### src/rtl/sync_fifo_adv_if.sv
// Producer/consumer bundle for sync_fifo_adv: write side, read side, flush and status.
interface sync_fifo_adv_if #(
  parameter int F_WIDTH = 32,
  parameter int CNT_W   = 5
);
  logic               clr;
  logic               wr_en;
  logic [F_WIDTH-1:0] wr_data;
  logic               rd_en;
  logic [F_WIDTH-1:0] rd_data;
  logic               rd_valid;
  logic               full;
  logic               empty;
  logic               almost_full;
  logic               almost_empty;
  logic [CNT_W-1:0]   count;
  logic               overflow;
  logic               underflow;

  modport master (
    output clr, wr_en, wr_data, rd_en,
    input  rd_data, rd_valid, full, empty, almost_full, almost_empty,
           count, overflow, underflow
  );

  modport slave (
    input  clr, wr_en, wr_data, rd_en,
    output rd_data, rd_valid, full, empty, almost_full, almost_empty,
           count, overflow, underflow
  );
endinterface

### src/rtl/sync_fifo_adv.sv
// Single-clock FIFO with arbitrary depth, occupancy count, almost flags, sticky
// error flags, synchronous flush and a build-time registered/FWFT read port.
module sync_fifo_adv #(
  parameter int F_WIDTH  = 32,
  parameter int F_DEPTH  = 16,
  parameter int FWFT     = 0,
  parameter int AF_LEVEL = 12,
  parameter int AE_LEVEL = 4,
  parameter int CNT_W    = $clog2(F_DEPTH + 1),
  parameter int P_N      = $clog2(F_DEPTH)
) (
  input  logic            clk,
  input  logic            rst_n,
  sync_fifo_adv_if.slave  bus
);

  logic [F_WIDTH-1:0] mem [F_DEPTH];
  logic [P_N-1:0]     wr_ptr, rd_ptr;
  logic [CNT_W-1:0]   cnt, cnt_nxt, cnt_eff;
  logic               full_q, empty_q, af_q, ae_q, ovf_q, udf_q;
  logic               wr_acc, rd_acc;

  // Wrap explicitly at F_DEPTH-1 so non-power-of-2 depths never index past the array.
  function automatic logic [P_N-1:0] ptr_inc(input logic [P_N-1:0] p);
    return (p == P_N'(F_DEPTH - 1)) ? '0 : p + 1'b1;
  endfunction

  assign wr_acc = bus.wr_en & ~full_q  & ~bus.clr;
  assign rd_acc = bus.rd_en & ~empty_q & ~bus.clr;

  always_comb begin
    cnt_nxt = cnt;
    if (wr_acc && !rd_acc)      cnt_nxt = cnt + 1'b1;
    else if (rd_acc && !wr_acc) cnt_nxt = cnt - 1'b1;
    cnt_eff = bus.clr ? '0 : cnt_nxt;
  end

  // Stage p0: pointers, occupancy and flags, all derived from the next count.
  always_ff @(posedge clk or negedge rst_n) begin
    if (!rst_n) begin
      wr_ptr  <= '0;
      rd_ptr  <= '0;
      cnt     <= '0;
      full_q  <= 1'b0;
      empty_q <= 1'b1;
      af_q    <= 1'b0;
      ae_q    <= 1'b1;
      ovf_q   <= 1'b0;
      udf_q   <= 1'b0;
    end else begin
      cnt     <= cnt_eff;
      full_q  <= (cnt_eff == CNT_W'(F_DEPTH));
      empty_q <= (cnt_eff == '0);
      af_q    <= (cnt_eff >= CNT_W'(AF_LEVEL));
      ae_q    <= (cnt_eff <= CNT_W'(AE_LEVEL));
      if (bus.clr) begin
        wr_ptr <= '0;
        rd_ptr <= '0;
        ovf_q  <= 1'b0;
        udf_q  <= 1'b0;
      end else begin
        if (wr_acc) wr_ptr <= ptr_inc(wr_ptr);
        if (rd_acc) rd_ptr <= ptr_inc(rd_ptr);
        if (bus.wr_en && full_q)  ovf_q <= 1'b1;
        if (bus.rd_en && empty_q) udf_q <= 1'b1;
      end
    end
  end

  always_ff @(posedge clk) begin
    if (wr_acc) mem[wr_ptr] <= bus.wr_data;
  end

  generate
    if (FWFT != 0) begin : g_fwft
      assign bus.rd_data  = mem[rd_ptr];
      assign bus.rd_valid = ~empty_q;
    end else begin : g_std
      logic [F_WIDTH-1:0] rd_data_p1;
      logic               vld_p1;

      // Stage p1: registered read, valid for exactly the cycle after a pop.
      always_ff @(posedge clk or negedge rst_n) begin
        if (!rst_n) begin
          rd_data_p1 <= '0;
          vld_p1     <= 1'b0;
        end else begin
          vld_p1 <= rd_acc;
          if (rd_acc) rd_data_p1 <= mem[rd_ptr];
        end
      end

      assign bus.rd_data  = rd_data_p1;
      assign bus.rd_valid = vld_p1;
    end
  endgenerate

  assign bus.count        = cnt;
  assign bus.full         = full_q;
  assign bus.empty        = empty_q;
  assign bus.almost_full  = af_q;
  assign bus.almost_empty = ae_q;
  assign bus.overflow     = ovf_q;
  assign bus.underflow    = udf_q;

endmodule

### src/flat_wrapper.sv
// flat-port wrapper written by rule: the top's interface ports become plain ports
module sync_fifo_adv_flat 
#(
  parameter int F_WIDTH  = 32,
  parameter int F_DEPTH  = 16,
  parameter int FWFT     = 0,
  parameter int AF_LEVEL = 12,
  parameter int AE_LEVEL = 4,
  parameter int CNT_W    = $clog2(F_DEPTH + 1),
  parameter int P_N      = $clog2(F_DEPTH)
)
  (clk, rst_n, bus_clr, bus_wr_en, bus_wr_data, bus_rd_en, bus_rd_data, bus_rd_valid, bus_full, bus_empty, bus_almost_full, bus_almost_empty, bus_count, bus_overflow, bus_underflow);
  sync_fifo_adv_if #(.F_WIDTH(F_WIDTH), .CNT_W(CNT_W)) bus_i ();
  input  logic clk;
  input  logic rst_n;
  input wire logic [$bits(bus_i.clr)-1:0] bus_clr;
  input wire logic [$bits(bus_i.wr_en)-1:0] bus_wr_en;
  input wire logic [$bits(bus_i.wr_data)-1:0] bus_wr_data;
  input wire logic [$bits(bus_i.rd_en)-1:0] bus_rd_en;
  output wire logic [$bits(bus_i.rd_data)-1:0] bus_rd_data;
  output wire logic [$bits(bus_i.rd_valid)-1:0] bus_rd_valid;
  output wire logic [$bits(bus_i.full)-1:0] bus_full;
  output wire logic [$bits(bus_i.empty)-1:0] bus_empty;
  output wire logic [$bits(bus_i.almost_full)-1:0] bus_almost_full;
  output wire logic [$bits(bus_i.almost_empty)-1:0] bus_almost_empty;
  output wire logic [$bits(bus_i.count)-1:0] bus_count;
  output wire logic [$bits(bus_i.overflow)-1:0] bus_overflow;
  output wire logic [$bits(bus_i.underflow)-1:0] bus_underflow;
  assign bus_i.clr = bus_clr;
  assign bus_i.wr_en = bus_wr_en;
  assign bus_i.wr_data = bus_wr_data;
  assign bus_i.rd_en = bus_rd_en;
  assign bus_rd_data = bus_i.rd_data;
  assign bus_rd_valid = bus_i.rd_valid;
  assign bus_full = bus_i.full;
  assign bus_empty = bus_i.empty;
  assign bus_almost_full = bus_i.almost_full;
  assign bus_almost_empty = bus_i.almost_empty;
  assign bus_count = bus_i.count;
  assign bus_overflow = bus_i.overflow;
  assign bus_underflow = bus_i.underflow;
  sync_fifo_adv #(.F_WIDTH(F_WIDTH), .F_DEPTH(F_DEPTH), .FWFT(FWFT), .AF_LEVEL(AF_LEVEL), .AE_LEVEL(AE_LEVEL), .CNT_W(CNT_W), .P_N(P_N)) u_core (.clk(clk), .rst_n(rst_n), .bus(bus_i));
endmodule
### config.mk
export PLATFORM = sky130hd
export DESIGN_NAME = sync_fifo_adv_flat
export DESIGN_NICKNAME = d
export VERILOG_FILES = /design/src/rtl/sync_fifo_adv_if.sv /design/src/rtl/sync_fifo_adv.sv /design/src/flat_wrapper.sv
export SDC_FILE = /design/constraint.sdc
export NUM_CORES = 1
export LEC_CHECK = 0
export CAP_MARGIN = 15
export CORE_MARGIN = 10
export CORE_UTILIZATION = 41
export CTS_CLUSTER_DIAMETER = 100
export DETAILED_ROUTE_END_ITERATION = 7
export GPL_TIMING_DRIVEN = 0
export PLACE_DENSITY = 0.65
export RECOVER_POWER = 25
export SYNTH_ARGS = -nofsm -noshare
export SYNTH_HDL_FRONTEND = slang
export SYNTH_SLANG_ARGS = --single-unit
### constraint.sdc
create_clock -name clk -period 11.73 [get_ports clk]
set_input_delay 2.346 -clock clk [delete_from_list [all_inputs] [get_ports clk]]
set_output_delay 2.346 -clock clk [all_outputs]
set_load 0.02 [all_outputs]
# Word level (Yosys, flattened, before mapping)

Memory sizes are Yosys's and may differ from the RTL's. A register that Yosys moved wholly into a read port is not among the register bits.
Index checks and enable logic that the tools add are counted.

Memories: 1
Word-level logic and storage cells: 54
RAM bits: 512
Output and inout bits: 44
Memory bits (read-only): 0
Bits in latches: 0
Bits in registers: 20

Muxes and demuxes: 15
Magnitude comparators: 2
Bitwise operators: 7
Divide/modulo/power cells: 0
Reduce and logical (&&, ||, !) cells: 12
Shift operators: 0
Eq/ne operators: 3
$mul: 0
Add/subtract/negate cells: 4

Memory list:

| memory     | words | bits a word | read ports | clocked after Yosys merged registers in | write ports | RTL line            | source |
|---|---|---|---|---|---|---|---|
| u_core.mem | 16    | 32          | 1          | 1                                       | 1           | sync_fifo_adv.sv:17 | `logic [F_WIDTH-1:0] mem [F_DEPTH];` |

Operator list:

| cell                | number |
|---|---|
| $mux 4              | 6 |
| $mux 5              | 3 |
| $add 4x1->4 const B | 2 |
| $eq 4x4->1 const B  | 2 |
| $reduce_bool 2->1   | 4 |
| $mux 1              | 6 |
| $add 5x1->5 const B | 1 |
| $eq 5x5->1 const B  | 1 |
| $ge 5x4->1 const B  | 1 |
| $le 5x3->1 const B  | 1 |
| $logic_not 5->1     | 1 |
| $sub 5x1->5 const B | 1 |
| $and 1x1->1         | 4 |
| $logic_and 1x1->1   | 4 |
| $logic_not 1->1     | 3 |
| $not 1->1           | 3 |

# Logic depth before layout (Yosys ltp)

Gate-level depths: netlist of the first run.

Depth in word-level cells: 9
Mapped depth: 7
Gate-level depth less buffers: 6

# Worst setup path before layout of the first run

No wires, ideal clock.

Path kind: input port to flip-flop
From: input bus_clr
To: memory u_core.mem[0][0], enable pin
Buffers on the path: 2
Stages on the path: 4
Data required time: 11.228 ns
Arrival time: 5.929 ns
Setup slack: 5.300 ns
Cells stage by stage: clkbuf_1 > clkbuf_1 > nand2b_1 > nor4_1

Cells in the longest elaborated chain, start to end: 4

RTL lines:

| item                         | RTL line            | source |
|---|---|---|
| start: declaration           | flat_wrapper.sv:16  | `input wire logic [$bits(bus_i.clr)-1:0] bus_clr;` |
| $not 1->1                    | sync_fifo_adv.sv:28 | `assign wr_acc = bus.wr_en & ~full_q & ~bus.clr;` |
| $and 1x1->1                  | sync_fifo_adv.sv:28 |  |
| $mux 1                       | sync_fifo_adv.sv:71 | `if (wr_acc) mem[wr_ptr] <= bus.wr_data;` |
| $mux 1 (implied by the code) | sync_fifo_adv.sv:71 |  |
| end: declaration             | sync_fifo_adv.sv:17 |  |

No other way between the ends.

==> results of run 1 <==
[through the flow]
step           total power, W  utilization (%)  setup WS, ps  area (um2)  std cells
2_1_floorplan         0.00283                -          5300       21600        982
5_1_grt               0.00493             48.5          5890       25400       1877
3_5_place_dp          0.00315             45.2          6680       23700       1774
4_1_cts               0.00481             48.5          7290       25400       1877
3_3_place_gp          0.00313             44.4          1220       23300       1749
6_report              0.00475             48.5          6510       25400       1877
[routing by layer]
layer | vias up | global-route usage [%] | part of all wire (%)
met5 | - | 0 | 0.023
met2 | 330 | 25.7 | 51
met3 | 71 | 3.02 | 5.8
met4 | 2 | 4.12 | 1.9
li1 | 4404 | - | -
met1 | 5485 | 19.5 | 41
[placed cells by master, fill, tap and decap left out, drive strengths merged, types with 3 or more instances in the layout]
cell | Yosys | routed
edfxtp | 512 | 512
nor3 | 7 | 7
and2 | 12 | 12
dlygate4sd3 | 0 | 17
inv | 5 | 6
nor2b | 3 | 3
clkdlybuf4s50 | 0 | 61
mux2i | 32 | 32
a311oi | 3 | 3
nor4 | 3 | 3
buf | 35 | 60
clkinv | 0 | 26
clkbuf | 19 | 93
dfrtp | 50 | 50
nand2 | 11 | 11
ha | 7 | 7
a21oi | 42 | 42
mux4 | 128 | 128
o22ai | 32 | 32
o21ai | 4 | 4
mux2 | 35 | 35
nand3 | 3 | 3
nor2 | 18 | 18
nand2b | 4 | 4
[worst max-delay path by stage]
stage	end
floorplan	u_core.mem[0][0]$_DFFE_PP_
global placement	u_core.mem[0][4]$_DFFE_PP_
detailed placement	u_core.bus.rd_data[23]$_DFFE_PN0P_
CTS	u_core.bus.rd_data[23]$_DFFE_PN0P_
global route	u_core.rd_ptr[2]$_DFFE_PN0P_
finish	u_core.bus.rd_data[4]$_DFFE_PN0P_
[logic make-up after synthesis]
logic type	count (synthesis)	share of synthesized area, %
buffers and inverters	59	1.51
flip-flops	564	77.1
adder cells (fa/ha/maj)	7	0.405
multiplexers	195	16.7
AND/OR/NAND/NOR	66	1.61
XOR/XNOR	3	0.121
AO/OA/AOI/OAI	88	2.56
[final cells by class]
| class | count | area (um2) |
|---|---|---|
| inverter | 5 | 18.8 |
| multi-input combinational | 359 | 4680 |
| fill | 4212 | 27000 |
| sequential | 564 | 16700 |
| tap | 688 | 861 |
| clock buffer | 73 | 1500 |
| buffer | 54 | 308 |
| timing repair buffer | 104 | 1170 |
| clock inverter | 30 | 205 |
[worst min-delay path: cells and delay by family (launching register included)]
kind / cells / cell delay (ps)
compound gates: 1 / 50
flops: 1 / 340
simple gates: 1 / 70
[power breakdown]
group | internal [W] | switching, W | total (W)
sequential | 0.00228 | 0.0000629 | 0.00234
combinational | 0.000368 | 0.000379 | 0.000747
clock | 0.000938 | 0.000725 | 0.00166
[registers in the layout, indices dropped and copies added, names as in the netlist]
signal,cells
u_core.bus.almost_empty,1
u_core.bus.rd_valid,1
u_core.bus.almost_full,1
u_core.rd_ptr,4
u_core.bus.full,1
u_core.wr_ptr,4
u_core.bus.empty,1
u_core.bus.count,5
u_core.bus.underflow,1
u_core.bus.rd_data,32
u_core.bus.overflow,1
u_core.mem,512
==> metrics.md, run 1 <==
| Metric | Value |
|---|---|
| # setup viols final | 0 |
| Largest area contributor in the netlist | edfxtp_1 |
| Post-CTS sizing | 0 |
| WHS Endpoint | u_core.bus.overflow$_DFFE_PN0P_ |
| Vias | 10,300 |
| Share of the synthesized area in the top cell type | 71.0% |
| CP endpoint kind | async pin |
| Die area | 0.0624 mm2 |
| I/O Buffers | 79 |
| Commonest cells post-synth | edfxtp_1 (512), mux4_2 (128), dfrtp_1 (50) |
| WP data required | 11,540 ps |
| Most common flop cell mapped by yosys | edfxtp_1 |
| Critical path data arrival time | 5030 ps |
| Post-Route WL | 47,600 um |
| Starting Density | 41.3% |
| Final hold slack | 502 ps |
| Worst slew margin relative to its limit | -155% |
| Sequential-to-total area share from yosys stat | 77.1% |
| Worst reg2reg path depth | 7 |
| Failing checks | capacitance limit, slew limit |
| R2r endpoint | u_core.bus.rd_data[14]$_DFFE_PN0P_ |
| Cell Pwr Density | 187 mW/mm2 |
| Leak | 7.98 nW |
| Vias per cell | 5.48 |
| Max stage delay on crit path | 2650 ps |
| Hold WC Path Type | reg2reg |
| First-pass GRT wire length | 71,500 um |
| Vias in the first global route | 10,900 |
| CP Cell Sequence | clkbuf_1 |
| Yosys warnings | 0 |
| Tmin final | 5220 ps |
| Fin. Hold Viols | 0 |
| Worst VDD drop | 109 uV |
| Die X | 250 um |
| Pre-Repair DR Iteration Count | 6 |
| Synth Register Bits | 564 |
| CP max FO | 52 |
| Max Clk Rate | 0.192 GHz |
| Initial antenna violation count | 2 |
| # H-tree levels | 2 |
| Post-detail-place hpwl | 29,900 um |
| Register-to-register setup slack | 9070 ps |
| Nets | 1,187 |
| Clock buffer depth | 3 |
| DRC | 0 |
| Ant. Diodes | 0 |
| Clock root cell | clkbuf_16 |
| Min-Delay Path Depth | 2 |
| 1st-iter DRT viols | 1,078 |
| TritonCTS buffer count | 55 |
| Critical path type | in2async |
| Largest net degree at the start of global routing | 53 |
| Layout area overhead | 17.4% |
| CTS tree | done |
| Final Max Tran Viols | 53 |
| Total core area | 0.0524 mm2 |
| Hold bufs inserted after CTS | 0 |
| Share of layout cells above drive strength 1 | 27.4% |
| Mapped Nets | 1,026 |
| RSZ-0062 raised after global routing | false |
| Synth Instances | 982 |
| Worst r2r src | u_core.bus.empty$_DFF_PN1_ |
| Clk slew on worst S/H paths | 60 ps |
| Clock latency on the worst-skew pair | 600 ps |
| Die H | 250 um |
| Mean cell area of the mapped netlist | 22.0 um2 |
| Crit path max-delay family | buffers and inverters |
| Async SR Flop Fraction | 9.22% |
| Status | finished, violations left |
| # IOs | 81 |
| Row count | 84 |
| Crit start category | input pin |
| Routability congestion estimate | 0.778 |
| WP depth | 1 |
| Slowest stage cell, crit path | clkbuf_1 |
| Antenna Violating Nets Remaining | 0 |
| Fin crit share | 44.5% |
| Worst slew pin tran | 3820 ps |
| Area contributors post-synth | edfxtp_1 (71%), mux4_2 (13%), dfrtp_1 (5.8%) |
| Post-Synthesis Cell Area | 0.0216 mm2 |
| Worst Clk Skew | 17.8 ps |
| All-Layer GR Usage | 15.2% |
| Avg WL per Cell | 25.4 um |
| Post-synth EDFFs | 512 |
| Synth cell types | 42 |
| Clock Sinks | 564 |
| Top-count cell post-synth | edfxtp_1 |
| Grt total ovfl | 0 |
| Post CTS Setup Buffer Count | 0 |
| CP startpoint | rst_n |
| WP buf/inv | 1 |
| Hold_sp | u_core.bus.overflow$_DFFE_PN0P_ |
| # Max-Cap Violations | 1 |
| Post-route setup TNS | 0 ps |
No activity file was read; power rests on OpenSTA's default activity.
==> run 2, diff against run 1 <==
--- a/config.mk
+++ b/config.mk
@@ -11,7 +11,7 @@
 export CTS_CLUSTER_DIAMETER = 100
 export DETAILED_ROUTE_END_ITERATION = 7
 export GPL_TIMING_DRIVEN = 0
-export PLACE_DENSITY = 0.65
+export PLACE_DENSITY = 0.67
 export RECOVER_POWER = 25
 export SYNTH_ARGS = -nofsm -noshare
 export SYNTH_HDL_FRONTEND = slang
==> constraint.sdc (replaced) <==
create_clock -name clk -period 4.78 [get_ports clk]
set_input_delay 0.956 -clock clk [delete_from_list [all_inputs] [get_ports clk]]
set_output_delay 0.956 -clock clk [all_outputs]
set_load 0.02 [all_outputs]
==> metrics.md, run 2 (synthesized netlist as in run 1, its figures left out) <==
| Metric | Value |
|---|---|
| Status | completed (was finished, violations left) |
| Worst reg2reg path depth | 7 (unchanged) |
| CP max FO | 10 (was 52) |
| Hold_sp | u_core.bus.overflow$_DFFE_PN0P_ (unchanged) |
| Post-detail-place hpwl | 31,100 um (was 29,900 um) |
| Met1 Track Usage GR | 20.3% (was 19.5%) |
| Vias | 10,300 (about the same) |
| # setup viols final | 0 (unchanged) |
| Post-Route WL | 49,000 um (was 47,600 um) |
| Commonest non-fill, non-tap cells in the layout | edfxtp_1 (512), mux4_2 (128), clkdlybuf4s50_1 (60), clkbuf_16 (56), dfrtp_1 (50) (was edfxtp_1 (512), mux4_2 (128), clkdlybuf4s50_1 (61), clkbuf_16 (56), dfrtp_1 (50)) |
| Cells after DPL | 1,774 (unchanged) |
| 1st-iter DRT viols | 1,017 (was 1,078) |
| CTS tree | done (unchanged) |
| Routability congestion estimate | 0.751 (was 0.778) |
| Leak | 8.06 nW (was 7.98 nW) |
| Register name with the most flops | u_core.mem (unchanged) |
| Max Clk Rate | 0.313 GHz |
| Worst Clk Skew | 19.6 ps (was 17.8 ps) |
| Fin. Hold Viols | 0 (unchanged) |
| GR Util met3 | 2.52% (was 3.02%) |
| Most common cell after layout, fill and taps aside | edfxtp_1 (unchanged) |
| Pre-Repair DR Iteration Count | 5 (was 6) |
| Vias in the first global route | 11,100 (was 10,900) |
| Cell Pwr Density | 468 mW/mm2 (was 187 mW/mm2) |
| # H-tree levels | 2 (unchanged) |
| Clock Sinks | 564 (unchanged) |
| Final std cells w/o fill | 1,880 (was 1,877) |
| Vias per cell | 5.50 (was 5.48) |
| Hold bufs inserted after CTS | 0 (unchanged) |
| WP data required | 5210 ps (was 11,540 ps) |
| Starting Density | 41.3% (unchanged) |
| Antenna Violating Nets Remaining | 0 (unchanged) |
| TritonCTS buffer count | 56 (was 55) |
| R2r endpoint | u_core.bus.rd_data[14]$_DFFE_PN0P_ (unchanged) |
| Worst slew pin tran | 1220 ps (was 3820 ps) |
| Die X | 250 um (unchanged) |
| Clock root cell | clkbuf_16 (unchanged) |
| Final hold slack | 507 ps (was 502 ps) |
| Worst r2r src | u_core.bus.empty$_DFF_PN1_ (unchanged) |
| Worst VDD drop | 266 uV (was 109 uV) |
| Grt peak-use layer | met2 (unchanged) |
| Initial antenna violation count | 5 (was 2) |
| Die area | 0.0624 mm2 (unchanged) |
| Clock buffer depth | 3 (unchanged) |
| Layout area overhead | 18.4% (was 17.4%) |
| Clk slew on worst S/H paths | 60 ps (about the same) |
| Final Max Tran Viols | 0 (was 53) |
| Share of layout cells above drive strength 1 | 27.9% (was 27.4%) |
| Critical path type | in2reg (was in2async) |
| Met2 usage | 26.6% (was 25.7%) |
| First-pass GRT wire length | 73,200 um (was 71,500 um) |
| Min-Delay Path Depth | 2 (unchanged) |
| Tmin final | 3200 ps |
| Avg WL per Cell | 26.1 um (was 25.4 um) |
| DRC | 0 (unchanged) |
| Pwr Total | 0.0120 W (was 0.00475 W) |
| Post-CTS sizing | 0 (unchanged) |
| Crit start category | input pin (unchanged) |
| # Max-Cap Violations | 0 (was 1) |
| Largest net degree at the start of global routing | 39 (was 53) |
| Fin crit share | 66.9% |
| Register-to-register setup slack | 1980 ps (was 9070 ps) |
| Total core area | 0.0524 mm2 (unchanged) |
| Critical path data arrival time | 3630 ps (was 5030 ps) |
| Grt total ovfl | 0 (unchanged) |
| RSZ-0062 raised after global routing | false (unchanged) |
| I/O Buffers | 79 (unchanged) |
| CP endpoint kind | register (was async pin) |
| Post CTS Setup Buffer Count | 0 (unchanged) |
| Worst slew margin relative to its limit | 18.6% (was -155%) |
| Die H | 250 um (unchanged) |
| Hold WC Path Type | reg2reg (unchanged) |
| WHS Endpoint | u_core.bus.overflow$_DFFE_PN0P_ (unchanged) |
| Clock latency on the worst-skew pair | 610 ps (was 600 ps) |
| Row count | 84 (unchanged) |
| Filler cells | 4,167 (was 4,212) |
| All-Layer GR Usage | 15.7% (was 15.2%) |
| # IOs | 81 (unchanged) |
| Final core utilization | 48.9% (was 48.5%) |
| Max FFs per register | 512 (unchanged) |
| Nets | 1,188 (was 1,187) |
[run 2: cell count changes in the layout (fill, tap and decap cells not counted), sizes merged]
cell,previous run,this run
dlygate4sd3,17,18
clkinv,26,20
clkinvlp,1,3
inv,6,7
diode,0,2
clkbuf,93,92
bufinv,2,7
clkdlybuf4s50,61,60
[run 2: where the power goes]
part / leakage (nW) / switching, W / internal, W
clock: 0.896 / 0.00182 / 0.00258
sequential: 5.23 / 0.000163 / 0.00559
combinational: 1.94 / 0.000933 / 0.000907
[run 2: critical path, stage by stage]
cell and delay [ps]:
clkdlybuf4s50_1 490, nand2b_1 60, buf_4 170, nor2_1 620, nand2_1 430, buf_1 540, o22ai_1 280, a21oi_1 70
[run 2: per-stage QoR]
| stage | worst slack, ps | instance area [um2] | TNS, ps |
|---|---|---|---|
| after floorplan | 589 | 21700 | 0 |
| after CTS | 1590 | 25600 | 0 |
| after detailed placement | 977 | 23800 | 0 |
| final | 1580 | 25600 | 0 |
| after global routing | 1510 | 25600 | 0 |
| after global placement | -2610 | 23300 | -212540 |
[run 2: worst max-delay path by stage]
stage | endpoint | cells past startpoint | startpoint | slack (ps)
4_1_cts | u_core.bus.rd_data[14]$_DFFE_PN0P_ | 8 | bus_rd_en | 1590
6_report | u_core.bus.rd_data[14]$_DFFE_PN0P_ | 8 | bus_rd_en | 1580
3_3_place_gp | u_core.mem[4][5]$_DFFE_PP_ | 4 | bus_wr_en | -2610
2_1_floorplan | u_core.mem[4][0]$_DFFE_PP_ | 4 | bus_clr | 590
3_5_place_dp | u_core.bus.rd_data[14]$_DFFE_PN0P_ | 8 | bus_rd_en | 980
5_1_grt | u_core.bus.rd_data[14]$_DFFE_PN0P_ | 8 | bus_rd_en | 1510
[run 2: layout make-up]
class,instances,area (um2),share of cell area [%]
Buffer,54,308,1.20
Tap cell,688,861,3.36
Clock inverter,32,350,1.37
Clock buffer,72,1490,5.82
Multi-Input combinational cell,359,4690,18.3
Inverter,5,18.8,0.0732
Timing Repair Buffer,104,1220,4.77
Antenna cell,2,5.00,0.0195
Sequential cell,564,16700,65.1
[run 2: layer usage]
metal | vias up | part of all wire, %
met5 | - | 0.027
met4 | 2 | 2.4
li1 | 4427 | -
met3 | 85 | 5.2
met2 | 304 | 51
met1 | 5519 | 42
